**config.mk**
```make
export PLATFORM = sky130hd
export DESIGN_NAME = pipe_hazard_ctrl_flat
export DESIGN_NICKNAME = d
export VERILOG_FILES = /design/src/rtl/pipe_hazard_ctrl_pkg.sv /design/src/rtl/pipe_hazard_ctrl_if.sv /design/src/rtl/pipe_hazard_ctrl_fwd_select.sv /design/src/rtl/pipe_hazard_ctrl.sv /design/src/flat_wrapper.sv
export SDC_FILE = /design/constraint.sdc
export NUM_CORES = 1
export LEC_CHECK = 0
export CORE_UTILIZATION = 40
export CTS_CLUSTER_SIZE = 25
export DETAILED_ROUTE_END_ITERATION = 10
export MAX_ROUTING_LAYER = met4
export PLACE_DENSITY = 0.68
export SYNTH_ARGS = -nofsm -noshare
export SYNTH_HDL_FRONTEND = slang
export SYNTH_SLANG_ARGS = --single-unit
```
**constraint.sdc**
```tcl
create_clock -name clk -period 2.18 [get_ports clk]
set_clock_uncertainty 0.2 [all_clocks]
set_input_delay 0.436 -clock clk [delete_from_list [all_inputs] [get_ports clk]]
set_output_delay 0.436 -clock clk [all_outputs]
set_load 0.02 [all_outputs]
```
**src/rtl/pipe_hazard_ctrl_pkg.sv**
```systemverilog
// Shared types and constants for the pipeline hazard controller.
//   sb_entry_t  : one scoreboard slot that shadows a datapath pipeline register
//   ctl_mode_e  : the control decision chosen for the current cycle
//   FWD_NONE    : forwarding select value meaning "take the register file value"
//   SB_RF_W     : widest register index the scoreboard holds; narrower indices
//                 are zero-extended into it, so equality compares are unaffected
package Pipe_Buf_Reg_PKG;

  localparam int SB_RF_W  = 8;
  localparam int FWD_NONE = 0;

  typedef struct packed {
    logic               valid;
    logic [SB_RF_W-1:0] rd;
    logic               reg_write;
    logic               mem_read;
    logic               halt;
    logic [SB_RF_W-1:0] rs1;
    logic [SB_RF_W-1:0] rs2;
  } sb_entry_t;

  // Listed in priority order, highest first.
  typedef enum logic [2:0] {
    CTL_RESET,
    CTL_HALTED,
    CTL_MEM_WAIT,
    CTL_EX_BUSY,
    CTL_REDIRECT,
    CTL_HALT_DRAIN,
    CTL_LOAD_USE,
    CTL_RUN
  } ctl_mode_e;

endpackage

```
**src/rtl/pipe_hazard_ctrl_if.sv**
```systemverilog
// Datapath <-> hazard controller signal bundle.
//   master : datapath side, drives ID decode fields and EX/MEM status
//   slave  : controller side, drives enables, flushes, forwarding selects,
//            halted flag and stall counter
interface pipe_hazard_ctrl_if #(
  parameter int NUM_PREGS  = 4,
  parameter int RF_ADDRESS = 5,
  parameter int CNT_W      = 16,
  parameter int FWD_W      = $clog2(NUM_PREGS + 1)
);
  logic                  id_valid;
  logic [RF_ADDRESS-1:0] id_rs1;
  logic [RF_ADDRESS-1:0] id_rs2;
  logic                  id_rs1_used;
  logic                  id_rs2_used;
  logic [RF_ADDRESS-1:0] id_rd;
  logic                  id_reg_write;
  logic                  id_mem_read;
  logic                  id_halt;
  logic                  ex_busy;
  logic                  mem_wait;
  logic                  redirect;
  logic [NUM_PREGS:0]    reg_en;
  logic [NUM_PREGS-1:0]  reg_flush;
  logic [FWD_W-1:0]      fwd_a;
  logic [FWD_W-1:0]      fwd_b;
  logic                  halted;
  logic [CNT_W-1:0]      stall_cnt;

  modport master (
    output id_valid, id_rs1, id_rs2, id_rs1_used, id_rs2_used, id_rd,
           id_reg_write, id_mem_read, id_halt, ex_busy, mem_wait, redirect,
    input  reg_en, reg_flush, fwd_a, fwd_b, halted, stall_cnt
  );

  modport slave (
    input  id_valid, id_rs1, id_rs2, id_rs1_used, id_rs2_used, id_rd,
           id_reg_write, id_mem_read, id_halt, ex_busy, mem_wait, redirect,
    output reg_en, reg_flush, fwd_a, fwd_b, halted, stall_cnt
  );
endinterface

```
**src/rtl/pipe_hazard_ctrl_fwd_select.sv**
```systemverilog
// Combinational forwarding source search for one EX operand.
//   rs_i   : source register of the instruction now in EX
//   cand_i : bit k set when pipeline register k holds a forwardable result
//   rd_i   : destination register held in each pipeline register
//   sel_o  : lowest (youngest) matching k, or FWD_NONE
module pipe_fwd_select
  import Pipe_Buf_Reg_PKG::*;
#(
  parameter int NUM_PREGS = 4,
  parameter int FWD_W     = $clog2(NUM_PREGS + 1)
) (
  input  logic [SB_RF_W-1:0] rs_i,
  input  logic [NUM_PREGS:3] cand_i,
  input  logic [SB_RF_W-1:0] rd_i [3:NUM_PREGS],
  output logic [FWD_W-1:0]   sel_o
);

  // Scan oldest to youngest so the youngest hit is the one left standing.
  always_comb begin
    sel_o = FWD_W'(FWD_NONE);
    for (int k = NUM_PREGS; k >= 3; k--) begin
      if (cand_i[k] && (rd_i[k] == rs_i)) begin
        sel_o = FWD_W'(k);
      end
    end
  end

endmodule

```
**src/rtl/pipe_hazard_ctrl.sv**
```systemverilog
// Pipeline hazard controller: scoreboard of in-flight destinations for
// pipeline registers 2..NUM_PREGS, producing PC/pipeline-register enables,
// bubble flushes, EX forwarding selects, a sticky halt flag and a saturating
// stall counter.
//   clk   : clock
//   reset : synchronous, active low
//   bus   : pipe_hazard_ctrl_if.slave (ID decode in, control out)
module pipe_hazard_ctrl
  import Pipe_Buf_Reg_PKG::*;
#(
  parameter int NUM_PREGS  = 4,
  parameter int RF_ADDRESS = 5,
  parameter int LOAD_READY = 4,
  parameter int CNT_W      = 16,
  parameter int FWD_W      = $clog2(NUM_PREGS + 1)
) (
  input logic               clk,
  input logic               reset,
  pipe_hazard_ctrl_if.slave bus
);

  sb_entry_t             sb_q [2:NUM_PREGS];
  sb_entry_t             sb_d [2:NUM_PREGS];
  sb_entry_t             id_entry;
  logic                  halted_q, halted_d;
  logic [CNT_W-1:0]      stall_cnt_q, stall_cnt_d;
  logic [RF_ADDRESS-1:0] id_rd, id_rs1, id_rs2;
  logic                  rs1_live, rs2_live, load_use;
  logic [NUM_PREGS:2]    lu_hit;
  logic [NUM_PREGS:3]    fwd_cand;
  logic [SB_RF_W-1:0]    fwd_rd [3:NUM_PREGS];
  logic [FWD_W-1:0]      fwd_a_raw, fwd_b_raw;
  ctl_mode_e             mode;
  logic [NUM_PREGS:0]    reg_en;
  logic [NUM_PREGS-1:0]  reg_flush;

  assign id_rd  = bus.id_rd;
  assign id_rs1 = bus.id_rs1;
  assign id_rs2 = bus.id_rs2;

  always_comb begin
    id_entry           = '0;
    id_entry.valid     = bus.id_valid;
    id_entry.rd        = SB_RF_W'(id_rd);
    id_entry.reg_write = bus.id_reg_write;
    id_entry.mem_read  = bus.id_mem_read;
    id_entry.halt      = bus.id_halt;
    id_entry.rs1       = SB_RF_W'(id_rs1);
    id_entry.rs2       = SB_RF_W'(id_rs2);
  end

  // x0 is never a real dependency, so a zero source cannot cause a stall.
  assign rs1_live = bus.id_valid && bus.id_rs1_used && (id_rs1 != '0);
  assign rs2_live = bus.id_valid && bus.id_rs2_used && (id_rs2 != '0);

  // Loads still too young to forward by the time the consumer reaches EX.
  for (genvar gi = 2; gi <= NUM_PREGS; gi++) begin : g_lu
    if (gi <= LOAD_READY - 2) begin : g_chk
      assign lu_hit[gi] = sb_q[gi].valid && sb_q[gi].mem_read &&
                          ((rs1_live && (sb_q[gi].rd == id_entry.rs1)) ||
                           (rs2_live && (sb_q[gi].rd == id_entry.rs2)));
    end else begin : g_none
      assign lu_hit[gi] = 1'b0;
    end
  end
  assign load_use = |lu_hit;

  // A load result only becomes a forwarding source once it reaches LOAD_READY.
  for (genvar gi = 3; gi <= NUM_PREGS; gi++) begin : g_cand
    assign fwd_cand[gi] = sb_q[gi].valid && sb_q[gi].reg_write &&
                          (sb_q[gi].rd != '0) &&
                          !(sb_q[gi].mem_read && (gi < LOAD_READY));
    assign fwd_rd[gi]   = sb_q[gi].rd;
  end

  pipe_fwd_select #(.NUM_PREGS(NUM_PREGS), .FWD_W(FWD_W)) u_fwd_a (
    .rs_i(sb_q[2].rs1), .cand_i(fwd_cand), .rd_i(fwd_rd), .sel_o(fwd_a_raw)
  );

  pipe_fwd_select #(.NUM_PREGS(NUM_PREGS), .FWD_W(FWD_W)) u_fwd_b (
    .rs_i(sb_q[2].rs2), .cand_i(fwd_cand), .rd_i(fwd_rd), .sel_o(fwd_b_raw)
  );

  always_comb begin
    if (!reset)                          mode = CTL_RESET;
    else if (halted_q)                   mode = CTL_HALTED;
    else if (bus.mem_wait)               mode = CTL_MEM_WAIT;
    else if (bus.ex_busy)                mode = CTL_EX_BUSY;
    else if (bus.redirect)               mode = CTL_REDIRECT;
    else if (sb_q[2].valid && sb_q[2].halt) mode = CTL_HALT_DRAIN;
    else if (load_use)                   mode = CTL_LOAD_USE;
    else                                 mode = CTL_RUN;
  end

  always_comb begin
    reg_en    = '1;
    reg_flush = '0;
    case (mode)
      CTL_RESET: begin
        reg_en    = '0;
        reg_flush = '1;
      end
      CTL_HALTED, CTL_MEM_WAIT: reg_en = '0;
      CTL_EX_BUSY: begin
        // EX holds its instruction; EX/MEM gets a bubble, later stages drain.
        reg_en[2:0]  = 3'b000;
        reg_flush[2] = 1'b1;
      end
      CTL_REDIRECT:   reg_flush[1:0] = 2'b11;
      CTL_HALT_DRAIN: begin
        // Stop fetching past the halt; everything older keeps moving.
        reg_en[0]    = 1'b0;
        reg_flush[0] = 1'b1;
      end
      CTL_LOAD_USE: begin
        reg_en[1:0]  = 2'b00;
        reg_flush[1] = 1'b1;
      end
      default: ;
    endcase
  end

  always_comb begin
    sb_d = sb_q;
    if (reg_flush[1])   sb_d[2] = '0;
    else if (reg_en[2]) sb_d[2] = id_entry;
    for (int k = 3; k <= NUM_PREGS; k++) begin
      if (reg_flush[k-1])  sb_d[k] = '0;
      else if (reg_en[k])  sb_d[k] = sb_q[k-1];
    end

    halted_d = halted_q ||
               (sb_q[NUM_PREGS].valid && sb_q[NUM_PREGS].halt && reg_en[NUM_PREGS]);

    stall_cnt_d = stall_cnt_q;
    if (!reg_en[0] && !halted_q && (stall_cnt_q != '1)) begin
      stall_cnt_d = stall_cnt_q + 1'b1;
    end
  end

  always_ff @(posedge clk) begin
    if (!reset) begin
      for (int k = 2; k <= NUM_PREGS; k++) sb_q[k] <= '0;
      halted_q    <= 1'b0;
      stall_cnt_q <= '0;
    end else begin
      sb_q        <= sb_d;
      halted_q    <= halted_d;
      stall_cnt_q <= stall_cnt_d;
    end
  end

  assign bus.reg_en    = reg_en;
  assign bus.reg_flush = reg_flush;
  assign bus.fwd_a     = (mode == CTL_RESET) ? FWD_W'(FWD_NONE) : fwd_a_raw;
  assign bus.fwd_b     = (mode == CTL_RESET) ? FWD_W'(FWD_NONE) : fwd_b_raw;
  assign bus.halted    = halted_q;
  assign bus.stall_cnt = stall_cnt_q;

endmodule

```
**src/flat_wrapper.sv**
```systemverilog
// flat-port wrapper written by rule: the top's interface ports become plain ports
module pipe_hazard_ctrl_flat import Pipe_Buf_Reg_PKG::*;
#(
  parameter int NUM_PREGS  = 4,
  parameter int RF_ADDRESS = 5,
  parameter int LOAD_READY = 4,
  parameter int CNT_W      = 16,
  parameter int FWD_W      = $clog2(NUM_PREGS + 1)
)
  (clk, reset, bus_id_valid, bus_id_rs1, bus_id_rs2, bus_id_rs1_used, bus_id_rs2_used, bus_id_rd, bus_id_reg_write, bus_id_mem_read, bus_id_halt, bus_ex_busy, bus_mem_wait, bus_redirect, bus_reg_en, bus_reg_flush, bus_fwd_a, bus_fwd_b, bus_halted, bus_stall_cnt);
  pipe_hazard_ctrl_if #(.NUM_PREGS(NUM_PREGS), .RF_ADDRESS(RF_ADDRESS), .CNT_W(CNT_W), .FWD_W(FWD_W)) bus_i ();
  input logic clk;
  input logic reset;
  input wire logic [$bits(bus_i.id_valid)-1:0] bus_id_valid;
  input wire logic [$bits(bus_i.id_rs1)-1:0] bus_id_rs1;
  input wire logic [$bits(bus_i.id_rs2)-1:0] bus_id_rs2;
  input wire logic [$bits(bus_i.id_rs1_used)-1:0] bus_id_rs1_used;
  input wire logic [$bits(bus_i.id_rs2_used)-1:0] bus_id_rs2_used;
  input wire logic [$bits(bus_i.id_rd)-1:0] bus_id_rd;
  input wire logic [$bits(bus_i.id_reg_write)-1:0] bus_id_reg_write;
  input wire logic [$bits(bus_i.id_mem_read)-1:0] bus_id_mem_read;
  input wire logic [$bits(bus_i.id_halt)-1:0] bus_id_halt;
  input wire logic [$bits(bus_i.ex_busy)-1:0] bus_ex_busy;
  input wire logic [$bits(bus_i.mem_wait)-1:0] bus_mem_wait;
  input wire logic [$bits(bus_i.redirect)-1:0] bus_redirect;
  output wire logic [$bits(bus_i.reg_en)-1:0] bus_reg_en;
  output wire logic [$bits(bus_i.reg_flush)-1:0] bus_reg_flush;
  output wire logic [$bits(bus_i.fwd_a)-1:0] bus_fwd_a;
  output wire logic [$bits(bus_i.fwd_b)-1:0] bus_fwd_b;
  output wire logic [$bits(bus_i.halted)-1:0] bus_halted;
  output wire logic [$bits(bus_i.stall_cnt)-1:0] bus_stall_cnt;
  assign bus_i.id_valid = bus_id_valid;
  assign bus_i.id_rs1 = bus_id_rs1;
  assign bus_i.id_rs2 = bus_id_rs2;
  assign bus_i.id_rs1_used = bus_id_rs1_used;
  assign bus_i.id_rs2_used = bus_id_rs2_used;
  assign bus_i.id_rd = bus_id_rd;
  assign bus_i.id_reg_write = bus_id_reg_write;
  assign bus_i.id_mem_read = bus_id_mem_read;
  assign bus_i.id_halt = bus_id_halt;
  assign bus_i.ex_busy = bus_ex_busy;
  assign bus_i.mem_wait = bus_mem_wait;
  assign bus_i.redirect = bus_redirect;
  assign bus_reg_en = bus_i.reg_en;
  assign bus_reg_flush = bus_i.reg_flush;
  assign bus_fwd_a = bus_i.fwd_a;
  assign bus_fwd_b = bus_i.fwd_b;
  assign bus_halted = bus_i.halted;
  assign bus_stall_cnt = bus_i.stall_cnt;
  pipe_hazard_ctrl #(.NUM_PREGS(NUM_PREGS), .RF_ADDRESS(RF_ADDRESS), .LOAD_READY(LOAD_READY), .CNT_W(CNT_W), .FWD_W(FWD_W)) u_core (.clk(clk), .reset(reset), .bus(bus_i));
endmodule
```
==> impl_metrics.toml <==
[drt]
vias = 2966
drt_iter0_drc = 223
wl_mm = 8.63
dr.pass1.iters = 7
drtAntennaViolNets = 0
wire_per_inst_um = 15.4
viasPerCell = 5.29
drc_errors = 2

[clocking]
insertion_delay_ps = 310
cts-root-buf = "clkbuf_8"
htreeDepth = 2
cts_tree = "done"
clock_path_buffers = 2
clk_pin_slew_ps = 100
numCtsBuffers = 5
holdBufCountCts = 0
clock_sinks = 53

[floorplan]
core_area_mm2 = 0.00642
start_util = 0.418
ios = 58
num_rows = 29
die_h_um = 83.9
fp.dieW_um = 83.9
die_area_mm2 = 0.00704

[timing]
worst_pin_slew_ps = 378
hold_violations = 0
period_needed_ps = 2660
post-route-period-util = 1.22
fin_ws_ps = -485
finalSetupViolations = 25
rsz0062_at_grt = "yes"
max_freq_mhz = 375
timing.slew.headroom = 0.747
slew_violations = 0

[layout]
drive_gt1_frac = 0.388
final_common_cell = "nand2_1"
insertedDiodeCount = 0
final_cell_mix = "93 x nand2_1, 79 x buf_4, 40 x a21oi_1, 38 x dfxtp_1, 26 x clkdlybuf4s50_1"
nets = 510
area_growth_pct = 69.5

[critical_path]
reg2reg_from = "u_core.sb_q[77]"
cp.required_ps = 2190
critPathKind = "flop to flop"
endpoint_kind = "flop"
timing.rr.end = "u_core.bus.stall_cnt[2]"
r2r_cells = 10
rrSetupSlack_ps = -480
arrival_ps = 2670
cp_max_fo = 5
worstSetupStartpointType = "flop"

[global_routing]
grt_overflow_total = 0
grt_pass1_wl_mm = 13.6
grt_pass1_vias = 2778
antenna_found_initial = 0
grt_util_all_layers = 0.247
grt_max_degree = 28

[place]
gp_congestion = 0.870
dp_slack_ps = -1240
post-dp-hpwl_mm = 5.69
numPortBuffers = 57

[yosys]
synth_top_area_cell = "dfxtp_1"
avgSynthCellArea_um2 = 7.83
ys_types = 41
yosysTopAreaCellShare = 0.395
synthFlopType = "dfxtp_1"
ys_ff_latch = 53
yosys_warnings = 0
synth-edff-count = 0
synthArstFlopShare = 0
syn-num-nets = 370
yosysSeqAreaShare = 0.395
yosys-top-cells-area = "dfxtp_1 40%, nand2_1 13%, a21oi_1 8.2%"
syn_area_mm2 = 0.00269
synthCells = 343

[min_path]
worst_hold_path_type = "primary input to flop"
hold_path.startpoint = "bus_id_rs1[1]"
whs_endpoint = "u_core.sb_q[65]"
min_path_cells = 3

[power_and_ir_drop]
power_mw = 1.88
ir_drop_mv = 0.246
power.leakage_nw = 1.85
p_per_area_mw_per_mm2 = 413

[outcome]
violations = "design-rule violations, negative setup slack"
status = "complete, but fails checks"

[job]
maxCapViolations = 0
==> logic make-up (layout without fill, tap and decap cells) <==
family,Yosys count,in the layout,synth area share
XOR/XNOR,29,29,0.0946
flip-flops,53,53,0.395
AND/OR/NAND/NOR,162,162,0.288
AO/OA/AOI/OAI,62,62,0.134
buffers and inverters,25,166,0.0424
multiplexers,11,11,0.0410
adder cells (fa/ha/maj),1,1,0.00466
==> layer usage <==
metal	routed length, um	GRT usage	vias up
met2	4180	0.403	97
met4	178	0.0596	0
met1	3890	0.324	1385
met5	0	-	-
li1	-	-	1461
met3	386	0.0356	23
==> stage by stage <==
| step | util | setup TNS, ps | cell area [um2] | std cells | hold slack [ps] |
|---|---|---|---|---|---|
| floorplan | - | -2430 | 2760 | 343 | 232 |
| detailed placement | 0.611 | -41060 | 3920 | 536 | 250 |
| finish | 0.709 | -9780 | 4550 | 561 | 228 |
| CTS | 0.686 | -9370 | 4410 | 557 | 226 |
| global route | 0.709 | -12130 | 4550 | 561 | 237 |
| global placement | 0.611 | -37720 | 3920 | 536 | 238 |
==> state kept, by name (all words and copies together) (netlist names) <==
register and count:
u_core.sb_q 26, u_core.bus.stall_cnt 16, u_core.fwd_rd 10, u_core.bus.halted 1
==> cells in the mapped netlist (2+ instances only) <==
master / number
mux2i_1: 11
buf_4: 3
nor3_1: 4
inv_1: 4
xor2_1: 19
or4_1: 7
xnor2_1: 10
clkinv_1: 2
nand2_1: 95
nor4b_1: 4
a21oi_1: 44
dfxtp_1: 53
nor4_1: 9
nand3_1: 9
o21ai_0: 4
and3_1: 2
nand4_1: 3
and2_1: 3
o31ai_1: 4
or3_1: 3
nand2b_1: 8
nor2_1: 9
clkbuf_1: 13
o41ai_1: 3
==> area by class of cell <==
class                      count  area, um2
multi-input combinational    265       1940
fill                         492       1870
timing repair buffer         152       1330
sequential                    53       1090
tap                           77       96.3
clock buffer                   6       72.6
inverter                       6       25.0
clock inverter                 2       10.0
==> report_power, final <==
group | switching [mW] | total (mW) | internal [mW]
Clock | 0.324 | 0.548 | 0.224
Combinational | 0.173 | 0.335 | 0.162
Sequential | 0.0148 | 0.996 | 0.981
Total | 0.511 | 1.88 | 1.37
==> worst max-delay path, stage by stage, from the launching register on <==
cell and delay, ps:
dfxtp_4 380, nor4_4 270, o21ai_1 90, a311o_1 300, a41oi_4 320, buf_6 160, mux2i_4 260, buf_6 180
buf_6 110, and3b_1 180, mux2i_1 120
==> how the worst max path moves through the flow <==
stage                              endpoint       startpoint  depth (start not counted)  slack, ps
floorplan           u_core.bus.stall_cnt[9]    bus_id_rs1[0]                          8       -210
global placement              bus_reg_en[0]    bus_id_rs1[0]                          8      -1180
detailed placement            bus_reg_en[0]    bus_id_rs1[0]                          8      -1240
CTS                        bus_reg_flush[1]  u_core.sb_q[78]                          5       -500
global route               bus_reg_flush[1]  u_core.sb_q[72]                          5       -550
finish              u_core.bus.stall_cnt[2]  u_core.sb_q[77]                         10       -480
==> what timing repair did <==
item / CTS / global route
pin swaps: 31 / 18
gates resized for setup: 165 / 32
cloned: 1 / 0
setup endpoints to repair: 51 / 48
buffers inserted: 12 / 6
endpoints found under the hold margin: 0 / 0
No activity file was read; power rests on OpenSTA's default activity.
